**config.mk**
```make
export PLATFORM = sky130hd
export DESIGN_NAME = pc_branch_unit
export DESIGN_NICKNAME = d
export VERILOG_FILES = /design/src/rtl/pc_branch_unit_pkg.sv /design/src/rtl/pc_branch_unit_ret_stack.sv /design/src/rtl/pc_branch_unit.sv
export SDC_FILE = /design/constraint.sdc
export NUM_CORES = 1
export LEC_CHECK = 0
export BUFFER_PORTS_ARGS = -buffer_cell sky130_fd_sc_hd__buf_2
export CAP_MARGIN = 0
export CORE_UTILIZATION = 40
export CTS_CLUSTER_DIAMETER = 40
export DETAILED_ROUTE_END_ITERATION = 7
export PLACE_DENSITY = 0.68
export SYNTH_ARGS = -nofsm -noshare
export SYNTH_HDL_FRONTEND = slang
export SYNTH_HIERARCHICAL = 1
export SYNTH_SLANG_ARGS = --single-unit
```
**constraint.sdc**
```tcl
create_clock -name clk -period 10.7 [get_ports clk]
set_clock_uncertainty 0.05 [all_clocks]
set_input_delay 0.535 -clock clk [delete_from_list [all_inputs] [get_ports clk]]
set_output_delay 0.535 -clock clk [all_outputs]
set_load 0.01 [all_outputs]
```
**src/rtl/pc_branch_unit_pkg.sv**
```systemverilog
// Shared definitions for the PC/branch sequencer: opcode encodings, sequencer
// states and the branch-condition evaluator.
package pc_branch_unit_pkg;

  localparam logic [2:0] OP_JMP  = 3'b000;
  localparam logic [2:0] OP_JC   = 3'b001;
  localparam logic [2:0] OP_JNC  = 3'b010;
  localparam logic [2:0] OP_JZ   = 3'b011;
  localparam logic [2:0] OP_JNZ  = 3'b100;
  localparam logic [2:0] OP_JB   = 3'b101;
  localparam logic [2:0] OP_CALL = 3'b110;
  localparam logic [2:0] OP_RET  = 3'b111;

  typedef enum logic [1:0] {
    ST_RUN   = 2'b00,
    ST_FLUSH = 2'b01,
    ST_FAULT = 2'b10
  } state_t;

  // CALL and RET are unconditional; their stack checks happen in the sequencer.
  function automatic logic br_cond(input logic [2:0] op, input logic c,
                                   input logic z, input logic b);
    logic taken;
    case (op)
      OP_JMP:  taken = 1'b1;
      OP_JC:   taken = c;
      OP_JNC:  taken = !c;
      OP_JZ:   taken = z;
      OP_JNZ:  taken = !z;
      OP_JB:   taken = b;
      default: taken = 1'b1;
    endcase
    return taken;
  endfunction

endpackage

```
**src/rtl/pc_branch_unit_ret_stack.sv**
```systemverilog
// Return-address LIFO; only the pointer is reset, entry contents persist.
module pc_branch_unit_ret_stack
  import pc_branch_unit_pkg::*;
#(
  parameter int ADDR_W      = 8,
  parameter int STACK_DEPTH = 4
) (
  input  logic              clk,
  input  logic              rst,
  input  logic              push,
  input  logic              pop,
  input  logic [ADDR_W-1:0] push_data,
  output logic [ADDR_W-1:0] top_data,
  output logic              full,
  output logic              empty
);

  localparam int IDX_W = $clog2(STACK_DEPTH);
  localparam int SP_W  = IDX_W + 1;

  logic [ADDR_W-1:0] mem [STACK_DEPTH];
  logic [SP_W-1:0]   sp;
  logic [IDX_W-1:0]  top_idx;

  assign full    = (sp == SP_W'(STACK_DEPTH));
  assign empty   = (sp == '0);
  assign top_idx = sp[IDX_W-1:0] - IDX_W'(1);
  assign top_data = mem[top_idx];

  always_ff @(posedge clk) begin
    if (rst) begin
      sp <= '0;
    end else if (push && !full) begin
      sp <= sp + SP_W'(1);
    end else if (pop && !empty) begin
      sp <= sp - SP_W'(1);
    end
  end

  always_ff @(posedge clk) begin
    if (push && !full && !rst) begin
      mem[sp[IDX_W-1:0]] <= push_data;
    end
  end

endmodule

```
**src/rtl/pc_branch_unit.sv**
```systemverilog
// Program counter and branch sequencer: increments or redirects the PC from
// decoder branch requests evaluated against the live carry/zero/borrow flags.
module pc_branch_unit
  import pc_branch_unit_pkg::*;
#(
  parameter int ADDR_W      = 8,
  parameter int STACK_DEPTH = 4
) (
  input  logic              clk,
  input  logic              pc_rst,
  input  logic              pc_en,
  input  logic              br_valid,
  input  logic [2:0]        br_op,
  input  logic [ADDR_W-1:0] br_target,
  input  logic              flag_c,
  input  logic              flag_z,
  input  logic              flag_b,
  output logic [ADDR_W-1:0] pc_out,
  output logic              br_taken,
  output logic              flush,
  output logic              stack_err
);

  state_t            state, state_n;
  logic [ADDR_W-1:0] pc_n, pc_inc, stk_top;
  logic              taken_n, err_n;
  logic              push, pop, stk_full, stk_empty;

  assign pc_inc = pc_out + ADDR_W'(1);
  assign flush  = (state == ST_FLUSH);

  pc_branch_unit_ret_stack #(
    .ADDR_W      (ADDR_W),
    .STACK_DEPTH (STACK_DEPTH)
  ) u_ret_stack (
    .clk       (clk),
    .rst       (pc_rst),
    .push      (push),
    .pop       (pop),
    .push_data (pc_inc),
    .top_data  (stk_top),
    .full      (stk_full),
    .empty     (stk_empty)
  );

  always_comb begin
    state_n = state;
    pc_n    = pc_out;
    taken_n = 1'b0;
    err_n   = stack_err;
    push    = 1'b0;
    pop     = 1'b0;
    if (pc_en) begin
      case (state)
        ST_RUN: begin
          if (br_valid && br_cond(br_op, flag_c, flag_z, flag_b)) begin
            // Stack misuse freezes the PC and parks the sequencer until reset.
            if ((br_op == OP_CALL && stk_full) || (br_op == OP_RET && stk_empty)) begin
              err_n   = 1'b1;
              state_n = ST_FAULT;
            end else begin
              push    = (br_op == OP_CALL);
              pop     = (br_op == OP_RET);
              pc_n    = (br_op == OP_RET) ? stk_top : br_target;
              taken_n = 1'b1;
              state_n = ST_FLUSH;
            end
          end else begin
            pc_n = pc_inc;
          end
        end
        ST_FLUSH: state_n = ST_RUN;
        ST_FAULT: state_n = ST_FAULT;
        default:  state_n = ST_RUN;
      endcase
    end
  end

  always_ff @(posedge clk) begin
    if (pc_rst) begin
      state     <= ST_RUN;
      pc_out    <= '0;
      br_taken  <= 1'b0;
      stack_err <= 1'b0;
    end else begin
      state     <= state_n;
      pc_out    <= pc_n;
      br_taken  <= taken_n;
      stack_err <= err_n;
    end
  end

endmodule

```
==> results of run 1 <==
[final cells by class]
| type | count | area (um2) | share of cell area, % |
|---|---|---|---|
| clock inverter | 3 | 22.52 | 0.8687 |
| multi-input combinational | 117 | 964.7 | 37.21 |
| sequential | 47 | 1261 | 48.65 |
| timing repair buffer | 30 | 155.1 | 5.985 |
| clock buffer | 5 | 68.82 | 2.654 |
| tap | 72 | 90.09 | 3.475 |
| inverter | 8 | 30.03 | 1.158 |
[worst reg2reg max path, cell delays in order (launching register included)]
cell	delay, ns
dfxtp_1	0.85
inv_1	0.19
ha_1	0.34
and2b_1	0.21
mux2i_1	0.21
nor2_1	0.07
or3_1	0.42
nor3_1	0.54
a21bo_4	0.32
fa_1	0.42
nor3b_1	0.25
o21ai_0	0.12
and3_1	0.19
[metal layers]
layer / global-route usage, % / up-vias / routed length [um]
met5: 0 / - / 0
met4: 7.925 / 0 / 91
met3: 2.824 / 8 / 194
met2: 26.02 / 31 / 2112
met1: 22.27 / 718 / 2130
li1: - / 738 / -
[sequential cells by signal, summed over array words and instances, names as in the netlist]
register,cells
u_ret_stack/mem,32
br_taken,1
u_ret_stack/sp,3
stack_err,1
state,2
pc_out,8
[Yosys cell counts, types with 2 or more instances]
cell	count	area, um2
inv_1	8	30.03
nand3_1	12	60.06
edfxtp_1	32	960.9
nor2b_1	2	12.51
a31oi_1	8	50.05
and3_1	4	25.02
buf_6	2	22.52
nand2_1	8	30.03
xor2_1	2	17.52
and2_1	6	37.54
ha_1	5	62.56
xnor2_1	4	35.03
a21oi_1	3	15.01
mux4_2	8	180.2
dfxtp_1	15	300.3
a211oi_1	2	15.01
mux2i_1	13	130.1
nor3_1	2	10.01
nand2b_1	2	12.51
nor2_1	10	37.54
or3_1	7	43.79
buf_2	2	10.01
[cell families after synthesis]
group | count (synthesis)
flops | 47
mux | 23
buf+inv | 14
simple gates | 60
compound gates | 22
fa+ha+maj | 6
xor+xnor | 6
[report_power, final]
group / internal, mW / switching, mW / total, mW
logic: 0.0127 / 0.0184 / 0.0311
registers: 0.197 / 0.00383 / 0.201
clock network: 0.0472 / 0.0613 / 0.109
[through the flow]
step                      hold slack (ns)  power (mW)  setup slack, ns
final                              0.4167      0.3409            6.407
after global routing               0.4182      0.3555            5.994
after CTS                          0.4060      0.3459            6.404
after detailed placement           0.4067      0.2368            6.414
after global placement             0.3980      0.2364            6.537
after floorplan                    0.3995      0.2239            7.042
[final timing paths]
kind | startpoint | endpoint | slack, ns | cells past startpoint
worst max-delay path | u_ret_stack/sp[0] | u_ret_stack/sp[2] | 6.41 | 12
worst max register to register | u_ret_stack/sp[0] | u_ret_stack/sp[2] | 6.41 | 12
worst min-delay path | pc_en | state[1] | 0.42 | 2
worst min register to register | stack_err | stack_err | 0.42 | 2
==> summary.md, run 1 <==
| Metric | Value |
|---|---|
| Outcome | `completed` |
| Clk root buf | `clkbuf_8` |
| Die Y | `between 70 and 80 um` |
| CP required | `around 11 ns` |
| Seq/Total Area, Yosys | `54.93%` |
| Area growth from synthesis to layout | `12.92%` |
| Crit path max-delay family | `simple AND/OR/NAND/NOR gates` |
| Worst Path Buf+Inv | `1` |
| Clock Latency Late Sink | `0.30 ns` |
| Via density | `around 5.3` |
| Hold_buf cts | `0` |
| Final std cells w/o fill | `about 280` |
| Crit path time final | `about 4.3 ns` |
| Cell variety after synth | `43` |
| Clk sinks | `between 40 and 50` |
| Slew margin rel. | `a little under half` |
| Routability cong. | `approximately 0.8` |
| Hold Path Class | `in2reg` |
| EDFF count, synth | `32` |
| Synthesis Warnings | `6` |
| Wire per inst | `around 16 um` |
| Antenna diodes | `0` |
| Nets | `233` |
| Post-synthesis xor/xnor area fraction | `around 2.3%` |
| Post-synth net total | `just over 200` |
| GR Overflow Total | `0` |
| Critical Path, Cell by Cell | `inv_1 -> ha_1 -> and2b_1 -> mux2i_1 -> nor2_1 -> or3_1 -> nor3_1 -> a21bo_4 -> fa_1 -> nor3b_1 -> o21ai_0 -> and3_1` |
| Post-layout util | `between 40% and 50%` |
| Area of the mapped netlist | `around 0.0023 mm2` |
| Clock slew at reported path FFs | `around 0.09 ns` |
| Final TNS setup | `0 ns` |
| Crit Path Category | `reg2reg` |
| H-Tree Depth | `2` |
| Final WL | `between 4000 and 5000 um` |
| Multiplexer area fraction after synthesis | `between 10% and 20%` |
| Most frequent cells in the layout | `edfxtp_1, buf_2, dfxtp_1` |
| Worst path arrival time | `between 4 and 5 ns` |
| Vias in the first global route | `1365` |
| Final worst path period share | `between 40% and 50%` |
| Finish-stage setup viols | `0` |
| Slew Viols, Final | `0` |
| Pwr Density | `between 100 and 150 mW/mm2` |
| Clock Path Buffers | `2` |
| Fill count | `just over 500` |
| Mean post-synth cell area | `about 13 um2` |
| Max Clk Rate | `between 200 and 250 MHz` |
| Synth Area in Compound Gates | `between 7 and 8%` |
| Max-Cap Viols | `0` |
| Cells after DPL | `~270` |
| Hpwl dp | `just over 3000 um` |
| Placed instance area | `roughly 0.0025 mm2` |
| Worst-Margin Slew | `about 0.8 ns` |
| DRC Markers | `0` |
| Post-synthesis adder-cell area fraction | `under 10%` |
| Share of cells above drive strength 1 | `between 20 and 25%` |
| Startpoint Class | `flop` |
| Syn Inst Count | `between 150 and 200` |
| # port buffers | `28` |
| Most common cell after layout, fill and taps aside | `edfxtp_1` |
| Slowest CP cell | `dfxtp_1` |
| Simple-gate portion of the synthesized area | `~14%` |
| Final instance area | `between 0.002 and 0.003 mm2` |
| Initial Util | `41.70%` |
| Final hold viol count | `0` |
| Total GRT Usage | `16.60%` |
| Post-CTS Resized | `0` |
| I/O pins | `29` |
| Die footprint | `~0.006 mm2` |
| Core area | `0.005507 mm2` |
| Crit path max fanout | `13` |
| Slowest stage delay, CP | `between 0.8 and 0.9 ns` |
| Initial antenna violation count | `0` |
| CTS tree | `yes` |
| Postcts setup bufs | `0` |
| Leakage power | `around 1.0 nW` |
| Post-route ant nets | `0` |
| Num rows | `27` |
| First-pass GRT wire length | `a little over 7000 um` |
| RSZ-0062 raised after global routing | `no` |
| VDD IR-drop max | `roughly 56 uV` |
| Routed via count | `1495` |
| Crit path capture type | `flop` |
| Largest net degree at the start of global routing | `19` |
| Asr flop ratio synth | `0%` |
| Pre-Repair DR Iteration Count | `4` |
| Seq cells post-synth | `47` |
| Main synth FF type | `edfxtp_1` |
| CTS Buf Count | `5` |
| Combinational family with the most area after synthesis | `multiplexers` |
| Iter 0 DRT Violations | `129` |
| Die Wd | `77.76 um` |
Power figures use the tool's default switching activity.
==> inputs of run 2 (changes only) <==
--- a/config.mk
+++ b/config.mk
@@ -5,12 +5,13 @@
 export SDC_FILE = /design/constraint.sdc
 export NUM_CORES = 1
 export LEC_CHECK = 0
+export ABC_AREA = 1
 export BUFFER_PORTS_ARGS = -buffer_cell sky130_fd_sc_hd__buf_2
 export CAP_MARGIN = 0
 export CORE_UTILIZATION = 40
 export CTS_CLUSTER_DIAMETER = 40
 export DETAILED_ROUTE_END_ITERATION = 7
-export PLACE_DENSITY = 0.68
+export PLACE_DENSITY = 0.67
 export SYNTH_ARGS = -nofsm -noshare
 export SYNTH_HDL_FRONTEND = slang
 export SYNTH_HIERARCHICAL = 1
==> constraint.sdc (replaced) <==
create_clock -name clk -period 4.3 [get_ports clk]
set_clock_uncertainty 0.05 [all_clocks]
set_input_delay 0.215 -clock clk [delete_from_list [all_inputs] [get_ports clk]]
set_output_delay 0.215 -clock clk [all_outputs]
set_load 0.01 [all_outputs]
==> summary.md, run 2 <==
| Metric | Value |
|---|---|
| Initial Util | `42.71% (+1.0 points)` |
| Crit path time final | `3.117 ns (-1.176 ns)` |
| Synthesis Warnings | `6 (unchanged)` |
| Area of the multi-input gates | `980.9 um2 (+1.7%)` |
| Crit path max fanout | `22 (+9)` |
| Final hold viol count | `0 (unchanged)` |
| Clock Path Buffers | `2 (unchanged)` |
| Crit Path Category | `reg2reg` |
| Final TNS setup | `0 ns (unchanged)` |
| Cell variety after synth | `29 (-33%)` |
| Share of cells above drive strength 1 | `19.37% (-4.9 points)` |
| Most frequent cells in the layout | `nand2_1, nor2_1, edfxtp_1` |
| Clock slew at reported path FFs | `0.08 ns (about the same)` |
| CTS Buf Count | `5 (unchanged)` |
| Iter 0 DRT Violations | `145 (+12%)` |
| H-Tree Depth | `2 (unchanged)` |
| VDD IR-drop max | `209.5 uV (+280%)` |
| CP required | `4.19 ns (-6.66 ns)` |
| Area of the mapped netlist | `0.002410 mm2 (+5.0%)` |
| Register area | `0.001261 mm2 (unchanged)` |
| Leakage power | `1.187 nW (+19%)` |
| Post-synth net total | `306 (+51%)` |
| Num rows | `27 (unchanged)` |
| Vias in the first global route | `1668 (+22%)` |
| Die footprint | `0.006339 mm2 (+4.8%)` |
| Core area | `0.005642 mm2 (+2.5%)` |
| Main area contributors after synthesis | `edfxtp_1, dfxtp_1, nand2_1, nor2_1, inv_1` |
| Crit path capture type | `flop` |
| Area growth from synthesis to layout | `12.36%` |
| Seq pwr share | `56.0% (-3.0 points)` |
| Hold_buf cts | `0 (unchanged)` |
| Wire per inst | `13.24 um (-18%)` |
| EDFF count, synth | `32 (unchanged)` |
| Most common cell in the netlist | `nand2_1` |
| Placed instance area | `0.002609 mm2 (+4.3%)` |
| Total GRT Usage | `17.77% (+1.2 points)` |
| I/O pins | `29 (unchanged)` |
| Seq/Total Area, Yosys | `52.34% (-2.6 points)` |
| Die Y | `79.62 um (+2.4%)` |
| Slew Viols, Final | `0 (unchanged)` |
| # port buffers | `28 (unchanged)` |
| Post-CTS Resized | `0 (unchanged)` |
| Max Clk Rate | `320.8 MHz (+38%)` |
| Switching Share | `26.03% (+1.5 points)` |
| Startpoint Class | `flop` |
| Synth area leader | `edfxtp_1` |
| Syn Inst Count | `282 (+58%)` |
| Main synth FF type | `edfxtp_1` |
| Final WL | `5122 um (+13%)` |
| Pre-Repair DR Iteration Count | `4 (unchanged)` |
| Worst path arrival time | `3.00 ns (-1.44 ns)` |
| Combinational share of power | `13.3% (+4.2 points)` |
| Routed via count | `1864 (+25%)` |
| RSZ-0062 raised after global routing | `no` |
| Worst-Margin Slew | `0.6361 ns (-0.1577 ns)` |
| Hold Path Class | `in2reg` |
| Die Wd | `79.62 um (+2.4%)` |
| GR Overflow Total | `0 (unchanged)` |
| Finish-stage setup viols | `0 (unchanged)` |
| Clock Latency Late Sink | `0.31 ns (about the same)` |
| Pwr Total | `0.9040 mW (+170%)` |
| Clock Power Share | `30.7% (-1.1 points)` |
| Slew margin rel. | `57.44% (+10 points)` |
| Largest net degree at the start of global routing | `23 (+4)` |
| CTS tree | `yes` |
| Final instance area | `0.002708 mm2 (+4.4%)` |
| Pwr Density | `333.9 mW/mm2 (+150%)` |
| Seq cells post-synth | `47 (unchanged)` |
| Antenna diodes | `0 (unchanged)` |
| Mean post-synth cell area | `8.545 um2 (-34%)` |
| Max FFs per register | `32 (unchanged)` |
| Clk root buf | `clkbuf_8` |
| Max-Cap Viols | `0 (unchanged)` |
| Top-area cell type share of the netlist area | `39.88% (-2.0 points)` |
| Internal Power | `0.6687 mW (+160%)` |
| Outcome | `completed` |
| Top post-synthesis cells by count | `nand2_1, nor2_1, edfxtp_1` |
| Final worst path period share | `72.49% (+32 points)` |
| Most common cell after layout, fill and taps aside | `nand2_1` |
| Clk sinks | `47 (unchanged)` |
| Post-route ant nets | `0 (unchanged)` |
| Hpwl dp | `3945 um (+29%)` |
| DRC Markers | `0 (unchanged)` |
| Nets | `338 (+45%)` |
| Postcts setup bufs | `0 (unchanged)` |
| Net switching power figure | `0.2354 mW (+180%)` |
| First-pass GRT wire length | `8369 um (+16%)` |
| Fill count | `537 (+6.5%)` |
| Via density | `4.817 (-9.1%)` |
| Routability cong. | `0.8838 (+14%)` |
| Initial antenna violation count | `0 (unchanged)` |
| Asr flop ratio synth | `0% (unchanged)` |
## run 2: changes by cell type after synthesis, moves of 6 or more
| cell | previous run | this run |
|---|---|---|
| o22ai_1 | 0 | 8 |
| nand2_1 | 8 | 72 |
| or3_1 | 7 | 0 |
| mux4_2 | 8 | 0 |
| nor2_1 | 10 | 46 |
| inv_1 | 8 | 23 |
| mux2i_1 | 13 | 0 |
| o21ai_0 | 1 | 17 |
| a31oi_1 | 8 | 0 |
| and2_1 | 6 | 0 |
| inv_2 | 0 | 6 |
| nand2_2 | 0 | 7 |
## run 2: final cells by class
| type | count | area share (%) |
|---|---|---|
| Sequential cell | 47 | 46.58 |
| Multi-Input combinational cell | 198 | 36.23 |
| Tap cell | 72 | 3.327 |
| Timing Repair Buffer | 29 | 5.453 |
| Inverter | 33 | 4.760 |
| Clock inverter | 2 | 0.6007 |
| Clock buffer | 6 | 3.050 |
## run 2: cells by family after synthesis
kind of cell	after synthesis	synth area share, %
and+or+nand+nor	152	27.67
DFF	47	52.34
AOI/OAI and AO/OA	37	8.515
adders and majority gates	6	3.427
xor gates and xnor gates	3	1.091
buffers and inverters	37	6.957
## run 2: critical path, stage by stage, from the launching register on
cell	delay [ns]
dfxtp_1	0.31
buf_4	0.23
inv_4	0.12
ha_1	0.26
nand2_2	0.11
inv_1	0.05
nand4_1	0.09
nand2_2	0.08
nand3b_1	0.22
nor3_1	0.36
nand2_2	0.15
inv_2	0.07
nand2_1	0.12
nor2_1	0.51
## run 2: power groups by stage
stage               Clock (mW)  Sequential [mW]  Combinational, mW
global placement             0            0.516              0.120
floorplan                    0            0.519             0.0763
detailed placement           0            0.517              0.121
global route             0.303            0.508              0.136
finish                   0.277            0.506              0.120
CTS                      0.286            0.506              0.121
## run 2: worst paths after layout
check	start	endpoint	slack [ns]	cells past startpoint
worst max register to register	u_ret_stack/sp[0]	u_ret_stack/mem[3][6]	1.18	13
worst max-delay path	u_ret_stack/sp[0]	u_ret_stack/mem[3][6]	1.18	13
worst min register to register	stack_err	stack_err	0.40	2
worst min-delay path	pc_rst	stack_err	0.08	2
## run 2: metrics by stage
step           hold slack [ns]  instances  setup WS (ns)  utilization (%)
5_1_grt                0.09246        387         0.8930            47.99
4_1_cts                0.07724        387          1.181            47.99
3_3_place_gp            0.3898        379          1.277            46.24
2_1_floorplan           0.2341        282          1.497                -
6_report               0.08153        387          1.183            47.99
3_5_place_dp            0.3926        379          1.202            46.24
## run 2: metal layers
metal	wire, um	GRT usage [%]	up-vias
li1	-	-	983
met1	2360	24.73	822
met2	2357	27.18	52
met3	318	4.000	7
met4	85	5.818	0
met5	0	0	-
